<file path="config.mk">
export PLATFORM = sky130hd
export DESIGN_NAME = vram_write_arbiter_flat
export DESIGN_NICKNAME = d
export VERILOG_FILES = /design/src/rtl/vram_write_arbiter_if.sv /design/src/rtl/vram_write_arbiter.sv /design/src/flat_wrapper.sv
export SDC_FILE = /design/constraint.sdc
export NUM_CORES = 1
export LEC_CHECK = 0
export CORE_ASPECT_RATIO = 0.9
export CORE_MARGIN = 4
export CORE_UTILIZATION = 32
export CTS_BUF_LIST = sky130_fd_sc_hd__clkbuf_4
export DETAILED_ROUTE_END_ITERATION = 10
export MAX_ROUTING_LAYER = met4
export PLACE_DENSITY = 0.69
export SLEW_MARGIN = 10
export SYNTH_ARGS = -nofsm -noshare
export SYNTH_HDL_FRONTEND = slang
export SYNTH_SLANG_ARGS = --single-unit
export TNS_END_PERCENT = 1
</file>
<file path="constraint.sdc">
create_clock -name clk -period 3.7 [get_ports clk]
set_clock_uncertainty 0.1 [all_clocks]
set_input_delay 0.74 -clock clk [delete_from_list [all_inputs] [get_ports clk]]
set_output_delay 0.74 -clock clk [all_outputs]
set_load 0.005 [all_outputs]
</file>
<file path="src/rtl/vram_write_arbiter_if.sv">
// Write-port bundle between the CPU/keyboard requesters, the clear trigger and the VRAM
// arbiter. The master side drives requests; the slave side is the arbiter.
interface vram_write_arbiter_if #(
  parameter int unsigned ADDR_W  = 8,
  parameter int unsigned COLOR_W = 3
);
  logic               cpu_req;
  logic [15:0]        cpu_row;
  logic [15:0]        cpu_col;
  logic [COLOR_W-1:0] cpu_color;
  logic               cpu_ack;

  logic               kbd_req;
  logic [15:0]        kbd_row;
  logic [15:0]        kbd_col;
  logic [COLOR_W-1:0] kbd_color;
  logic               kbd_ack;

  logic               clear_start;
  logic               busy;
  logic               clear_done;
  logic               oob;

  logic               vram_we;
  logic [ADDR_W-1:0]  vram_addr;
  logic [COLOR_W-1:0] vram_data;

  modport master (
    output cpu_req, cpu_row, cpu_col, cpu_color,
    output kbd_req, kbd_row, kbd_col, kbd_color,
    output clear_start,
    input  cpu_ack, kbd_ack, busy, clear_done, oob,
    input  vram_we, vram_addr, vram_data
  );

  modport slave (
    input  cpu_req, cpu_row, cpu_col, cpu_color,
    input  kbd_req, kbd_row, kbd_col, kbd_color,
    input  clear_start,
    output cpu_ack, kbd_ack, busy, clear_done, oob,
    output vram_we, vram_addr, vram_data
  );
endinterface

</file>
<file path="src/rtl/vram_write_arbiter.sv">
// Single-port VRAM write arbiter: round-robin between CPU and keyboard writes, with a
// full-screen clear engine that takes the port exclusively while it runs.
module vram_write_arbiter #(
  parameter int unsigned        COLS      = 16,
  parameter int unsigned        ROWS      = 16,
  parameter int unsigned        ADDR_W    = 8,
  parameter int unsigned        COLOR_W   = 3,
  parameter logic [COLOR_W-1:0] CLR_COLOR = '0
) (
  input  logic               clk,
  input  logic               rst,
  vram_write_arbiter_if.slave bus
);

  localparam int unsigned CELLS = ROWS * COLS;
  localparam int unsigned CNT_W = $clog2(CELLS + 1);
  localparam logic [15:0] ROWS_C = 16'(ROWS);
  localparam logic [15:0] COLS_C = 16'(COLS);

  typedef enum logic [0:0] {
    S_IDLE  = 1'b0,
    S_CLEAR = 1'b1
  } state_t;

  state_t             state;
  logic [CNT_W-1:0]   clr_cnt;
  logic               kbd_last;

  logic               cpu_elig;
  logic               kbd_elig;
  logic               grant;
  logic               pick_cpu;
  logic [15:0]        sel_row;
  logic [15:0]        sel_col;
  logic [COLOR_W-1:0] sel_color;
  logic               in_range;
  logic [ADDR_W-1:0]  sel_addr;

  // A requester whose ack is showing this cycle is still holding the request it was just
  // granted, so it is masked until the ack drops.
  assign cpu_elig = bus.cpu_req & ~bus.cpu_ack;
  assign kbd_elig = bus.kbd_req & ~bus.kbd_ack;
  assign grant    = cpu_elig | kbd_elig;
  assign pick_cpu = cpu_elig & (~kbd_elig | kbd_last);

  assign sel_row   = pick_cpu ? bus.cpu_row   : bus.kbd_row;
  assign sel_col   = pick_cpu ? bus.cpu_col   : bus.kbd_col;
  assign sel_color = pick_cpu ? bus.cpu_color : bus.kbd_color;

  // Range test at full coordinate width, so the truncated product below can never alias.
  assign in_range = (sel_row < ROWS_C) && (sel_col < COLS_C);
  assign sel_addr = ADDR_W'(sel_row) * ADDR_W'(COLS) + ADDR_W'(sel_col);

  always_ff @(posedge clk) begin
    if (rst) begin
      state          <= S_IDLE;
      clr_cnt        <= '0;
      kbd_last       <= 1'b1;
      bus.cpu_ack    <= 1'b0;
      bus.kbd_ack    <= 1'b0;
      bus.busy       <= 1'b0;
      bus.clear_done <= 1'b0;
      bus.oob        <= 1'b0;
      bus.vram_we    <= 1'b0;
      bus.vram_addr  <= '0;
      bus.vram_data  <= '0;
    end else begin
      bus.cpu_ack    <= 1'b0;
      bus.kbd_ack    <= 1'b0;
      bus.clear_done <= 1'b0;
      bus.oob        <= 1'b0;
      bus.vram_we    <= 1'b0;
      bus.vram_addr  <= '0;
      bus.vram_data  <= '0;

      case (state)
        S_IDLE: begin
          if (bus.clear_start) begin
            // First clear write goes out together with busy; requests stay pending.
            state         <= S_CLEAR;
            bus.busy      <= 1'b1;
            bus.vram_we   <= 1'b1;
            bus.vram_addr <= '0;
            bus.vram_data <= CLR_COLOR;
            clr_cnt       <= CNT_W'(1);
          end else if (grant) begin
            bus.cpu_ack <= pick_cpu;
            bus.kbd_ack <= ~pick_cpu;
            kbd_last    <= ~pick_cpu;
            if (in_range) begin
              bus.vram_we   <= 1'b1;
              bus.vram_addr <= sel_addr;
              bus.vram_data <= sel_color;
            end else begin
              bus.oob <= 1'b1;
            end
          end
        end

        S_CLEAR: begin
          if (clr_cnt == CNT_W'(CELLS)) begin
            state          <= S_IDLE;
            bus.busy       <= 1'b0;
            bus.clear_done <= 1'b1;
            clr_cnt        <= '0;
          end else begin
            bus.vram_we   <= 1'b1;
            bus.vram_addr <= ADDR_W'(clr_cnt);
            bus.vram_data <= CLR_COLOR;
            clr_cnt       <= clr_cnt + CNT_W'(1);
          end
        end

        default: begin
          state    <= S_IDLE;
          bus.busy <= 1'b0;
          clr_cnt  <= '0;
        end
      endcase
    end
  end

endmodule

</file>
<file path="src/flat_wrapper.sv">
// flat-port wrapper written by rule: the top's interface ports become plain ports
module vram_write_arbiter_flat 
#(
  parameter int unsigned        COLS      = 16,
  parameter int unsigned        ROWS      = 16,
  parameter int unsigned        ADDR_W    = 8,
  parameter int unsigned        COLOR_W   = 3,
  parameter logic [COLOR_W-1:0] CLR_COLOR = '0
)
  (clk, rst, bus_cpu_req, bus_cpu_row, bus_cpu_col, bus_cpu_color, bus_kbd_req, bus_kbd_row, bus_kbd_col, bus_kbd_color, bus_clear_start, bus_cpu_ack, bus_kbd_ack, bus_busy, bus_clear_done, bus_oob, bus_vram_we, bus_vram_addr, bus_vram_data);
  vram_write_arbiter_if #(.ADDR_W(ADDR_W), .COLOR_W(COLOR_W)) bus_i ();
  input  logic clk;
  input  logic rst;
  input wire logic [$bits(bus_i.cpu_req)-1:0] bus_cpu_req;
  input wire logic [$bits(bus_i.cpu_row)-1:0] bus_cpu_row;
  input wire logic [$bits(bus_i.cpu_col)-1:0] bus_cpu_col;
  input wire logic [$bits(bus_i.cpu_color)-1:0] bus_cpu_color;
  input wire logic [$bits(bus_i.kbd_req)-1:0] bus_kbd_req;
  input wire logic [$bits(bus_i.kbd_row)-1:0] bus_kbd_row;
  input wire logic [$bits(bus_i.kbd_col)-1:0] bus_kbd_col;
  input wire logic [$bits(bus_i.kbd_color)-1:0] bus_kbd_color;
  input wire logic [$bits(bus_i.clear_start)-1:0] bus_clear_start;
  output wire logic [$bits(bus_i.cpu_ack)-1:0] bus_cpu_ack;
  output wire logic [$bits(bus_i.kbd_ack)-1:0] bus_kbd_ack;
  output wire logic [$bits(bus_i.busy)-1:0] bus_busy;
  output wire logic [$bits(bus_i.clear_done)-1:0] bus_clear_done;
  output wire logic [$bits(bus_i.oob)-1:0] bus_oob;
  output wire logic [$bits(bus_i.vram_we)-1:0] bus_vram_we;
  output wire logic [$bits(bus_i.vram_addr)-1:0] bus_vram_addr;
  output wire logic [$bits(bus_i.vram_data)-1:0] bus_vram_data;
  assign bus_i.cpu_req = bus_cpu_req;
  assign bus_i.cpu_row = bus_cpu_row;
  assign bus_i.cpu_col = bus_cpu_col;
  assign bus_i.cpu_color = bus_cpu_color;
  assign bus_i.kbd_req = bus_kbd_req;
  assign bus_i.kbd_row = bus_kbd_row;
  assign bus_i.kbd_col = bus_kbd_col;
  assign bus_i.kbd_color = bus_kbd_color;
  assign bus_i.clear_start = bus_clear_start;
  assign bus_cpu_ack = bus_i.cpu_ack;
  assign bus_kbd_ack = bus_i.kbd_ack;
  assign bus_busy = bus_i.busy;
  assign bus_clear_done = bus_i.clear_done;
  assign bus_oob = bus_i.oob;
  assign bus_vram_we = bus_i.vram_we;
  assign bus_vram_addr = bus_i.vram_addr;
  assign bus_vram_data = bus_i.vram_data;
  vram_write_arbiter #(.COLS(COLS), .ROWS(ROWS), .ADDR_W(ADDR_W), .COLOR_W(COLOR_W), .CLR_COLOR(CLR_COLOR)) u_core (.clk(clk), .rst(rst), .bus(bus_i));
endmodule
</file>
==> impl_metrics.json <==
{
  "status": "completed",
  "leakagePower_nw": 0.999,
  "grt_setup_unrepaired": "false",
  "die_h_um": 75.2,
  "cpPeakStageDelay_ps": 520,
  "finalWorstPathRequiredPeriod_ps": 2760,
  "core_area_um2": 4830,
  "numClockSinks": 28,
  "drc": 0,
  "ys_seq_area_share_pct": 34.9,
  "drtPass1Iterations": 4,
  "antenna_found_initial": 0,
  "critPathKind": "in -> reg",
  "cts_setup_buffers": 0,
  "power_density_nw_per_um2": 242,
  "grt_pass1_wl_mm": 7.38,
  "nets": 355,
  "setup-violations-final": 0,
  "cts_tree": "done",
  "drv_slew": 0,
  "dp_hpwl_mm": 3.91,
  "crit_top_cell": "nand2_1",
  "layout-drive-gt1-share_pct": 10.7,
  "grt-ovfl-total": 0,
  "cp_cell_sequence": "clkdlybuf4s50_1 -> nand2b_4 -> nor2_1 -> nand2_1 -> nand2_1 -> ha_1 -> a21o_1 -> a21oi_1 -> xnor2_1 -> o21ai_1",
  "finalWirelength_mm": 4.49,
  "clockBufferDepth": 2,
  "arrival_ps": 2880,
  "clock_latency_ps": 330,
  "end_kind": "flop",
  "synthArstFlopShare_pct": 0,
  "htreeDepth": 1,
  "fin_crit_sh_pct": 74.7,
  "yosysWarnings": 0,
  "synth_cells": 182,
  "area_growth_pct": 61.3,
  "drtIter0Drc": 107,
  "cp_top_family": "simple AND/OR/NAND/NOR gates",
  "port_buffers": 91,
  "avgSynthCellArea_um2": 8.81,
  "fmax_mhz": 362,
  "cp_slowest_cell": "clkdlybuf4s50_1",
  "synth_nets": 263,
  "via_per_inst": 4.84,
  "die_area_um2": 6210,
  "path_buf_inv": 1,
  "cts_inserted_buffers": 3,
  "vias": 1630,
  "crit_fanout": 10,
  "finalHoldViolations": 0,
  "grt_pass1_vias": 1730,
  "layout_setup_ws_ps": 937,
  "clkTransAtPathRegs_ps": 140,
  "grt_usage_pct": 15.7,
  "cts-root-buf": "clkbuf_4",
  "synthFlopType": "dfxtp_1",
  "start_kind": "input port",
  "ant_nets": 0,
  "start_util_pct": 33.2,
  "maxCapViolCount": 0,
  "relSlewSlack_pct": 61.0,
  "ctsResizeCount": 0,
  "peakVddDrop_mv": 0.127,
  "cts_hold_buf": 0,
  "wire_per_inst_um": 13.3,
  "row_count": 24,
  "crit_required_ps": 3820,
  "hold_path.class": "reg -> reg",
  "ys_types": 45,
  "die_x_um": 82.6,
  "pre_cts_ws_ps": 578,
  "synth_edf_count": 0,
  "fin_setup_tns_ps": 0,
  "ys_ff_latch": 28,
  "grt_max_degree": 18,
  "place.gp.congestion": 0.774,
  "worst_pin_slew_ps": 583,
  "syn_area_um2": 1600,
  "ioPinCount": 92,
  "antennaDiodeCount": 0,
  "fillers": 457
}
-- final timing paths --
kind,from,end,slack (ps),cells past startpoint
setup / recovery,bus_cpu_req,u_core.bus.vram_addr[7],940,10
hold / removal,u_core.clr_cnt[8],u_core.clr_cnt[8],360,1
setup reg to reg,u_core.bus.cpu_ack,u_core.bus.vram_addr[7],1450,9
hold reg to reg,u_core.clr_cnt[8],u_core.clr_cnt[8],360,1
-- final cells by class --
class | instances | area (µm²) | share of cell area (%)
inverters | 6 | 22.5 | 0.870
repair buffers | 92 | 918 | 35.5
flip-flops and latches | 28 | 561 | 21.7
multi-input cells | 143 | 982 | 38.0
well taps | 65 | 81.3 | 3.14
clock buffers | 3 | 22.5 | 0.870
-- state kept, by name (all words and copies together) (netlist names) --
signal,count
u_core.state,1
u_core.bus.vram_we,1
u_core.bus.clear_done,1
u_core.clr_cnt,9
u_core.kbd_last,1
u_core.bus.vram_addr,8
u_core.bus.cpu_ack,1
u_core.bus.kbd_ack,1
u_core.bus.oob,1
u_core.bus.vram_data,3
u_core.bus.busy,1
-- Yosys cell counts, drive strengths merged, types with 2 or more instances --
| library cell | instances | share of area (%) |
|---|---|---|
| nand2 | 36 | 9.4 |
| dfxtp | 28 | 35 |
| o21ai | 17 | 6.7 |
| nor4 | 11 | 4.3 |
| a21oi | 9 | 4.2 |
| nor2 | 9 | 2.1 |
| nand3 | 7 | 2.2 |
| inv | 6 | 1.4 |
| and3 | 5 | 2.0 |
| ha | 5 | 3.9 |
| mux2i | 4 | 2.5 |
| nor3 | 4 | 2.0 |
| xnor2 | 4 | 2.2 |
| buf | 3 | 1.7 |
| nand4 | 3 | 2.0 |
| nor2b | 3 | 1.2 |
| o22ai | 3 | 2.3 |
| a21boi | 2 | 0.94 |
| a31oi | 2 | 0.78 |
| clkbuf | 2 | 0.70 |
| nand2b | 2 | 1.2 |
| nor4b | 2 | 1.9 |
| xor2 | 2 | 1.1 |
-- stage by stage --
step / total power, W / cells / instance area (µm²) / util, % / hold WS [ps]
2_1_floorplan: 0.000403 / 182 / 1600 / - / 322
3_3_place_gp: 0.000504 / 334 / 2560 / 53.1 / 337
3_5_place_dp: 0.000508 / 334 / 2560 / 53.1 / 349
4_1_cts: 0.000636 / 337 / 2590 / 53.5 / 369
5_1_grt: 0.000665 / 337 / 2590 / 53.5 / 384
6_report: 0.000627 / 337 / 2590 / 53.5 / 364
-- report_power, final --
part | internal [W] | switching [W]
clock network | 0.0000382 | 0.0000894
registers | 0.000309 | 0.00000724
logic | 0.000113 | 0.0000706
-- cell usage in the layout, fill, tap and decap left out, types with 2 or more instances in the layout --
master / netlist / layout
a21boi_1: 2 / 2
ha_1: 5 / 5
clkbuf_4: 1 / 3
inv_1: 6 / 6
o21ai_2: 6 / 6
xnor2_1: 4 / 4
nor2b_1: 3 / 3
dfxtp_1: 28 / 28
and3_1: 5 / 5
nand2_1: 35 / 35
clkdlybuf4s50_1: 0 / 91
nand3_1: 7 / 7
nor2_1: 9 / 9
a31oi_1: 2 / 2
a21oi_2: 3 / 3
nand4_2: 2 / 2
nor4_1: 11 / 11
xor2_1: 2 / 2
o22ai_2: 3 / 3
mux2i_1: 4 / 4
nor4b_2: 2 / 2
a21oi_1: 5 / 5
o21ai_1: 11 / 11
nor3_1: 3 / 3
-- kinds of logic (layout without fill, tap and decap cells) --
kind of cell | count (synthesis) | in the layout | share of synthesized area [%]
buffers and inverters | 11 | 101 | 3.82
flip-flops | 28 | 28 | 34.9
XOR/XNOR | 6 | 6 | 3.28
AO/OA/AOI/OAI | 40 | 40 | 19.0
adder cells (fa/ha/maj) | 6 | 6 | 5.15
multiplexers | 4 | 4 | 2.50
AND/OR/NAND/NOR | 87 | 87 | 31.3
-- metal layers --
metal  GRT usage [%]  part of all wire [%]  routed length [µm]  vias to the layer above
met5               -                     0                   0                        -
met1            18.7                    41                1850                      730
li1                -                     -                   -                      837
met4            4.36                   1.3                  59                        0
met3            1.32                   5.7                 255                        4
met2            28.2                    52                2330                       59
No activity file was read; power rests on OpenSTA's default activity.
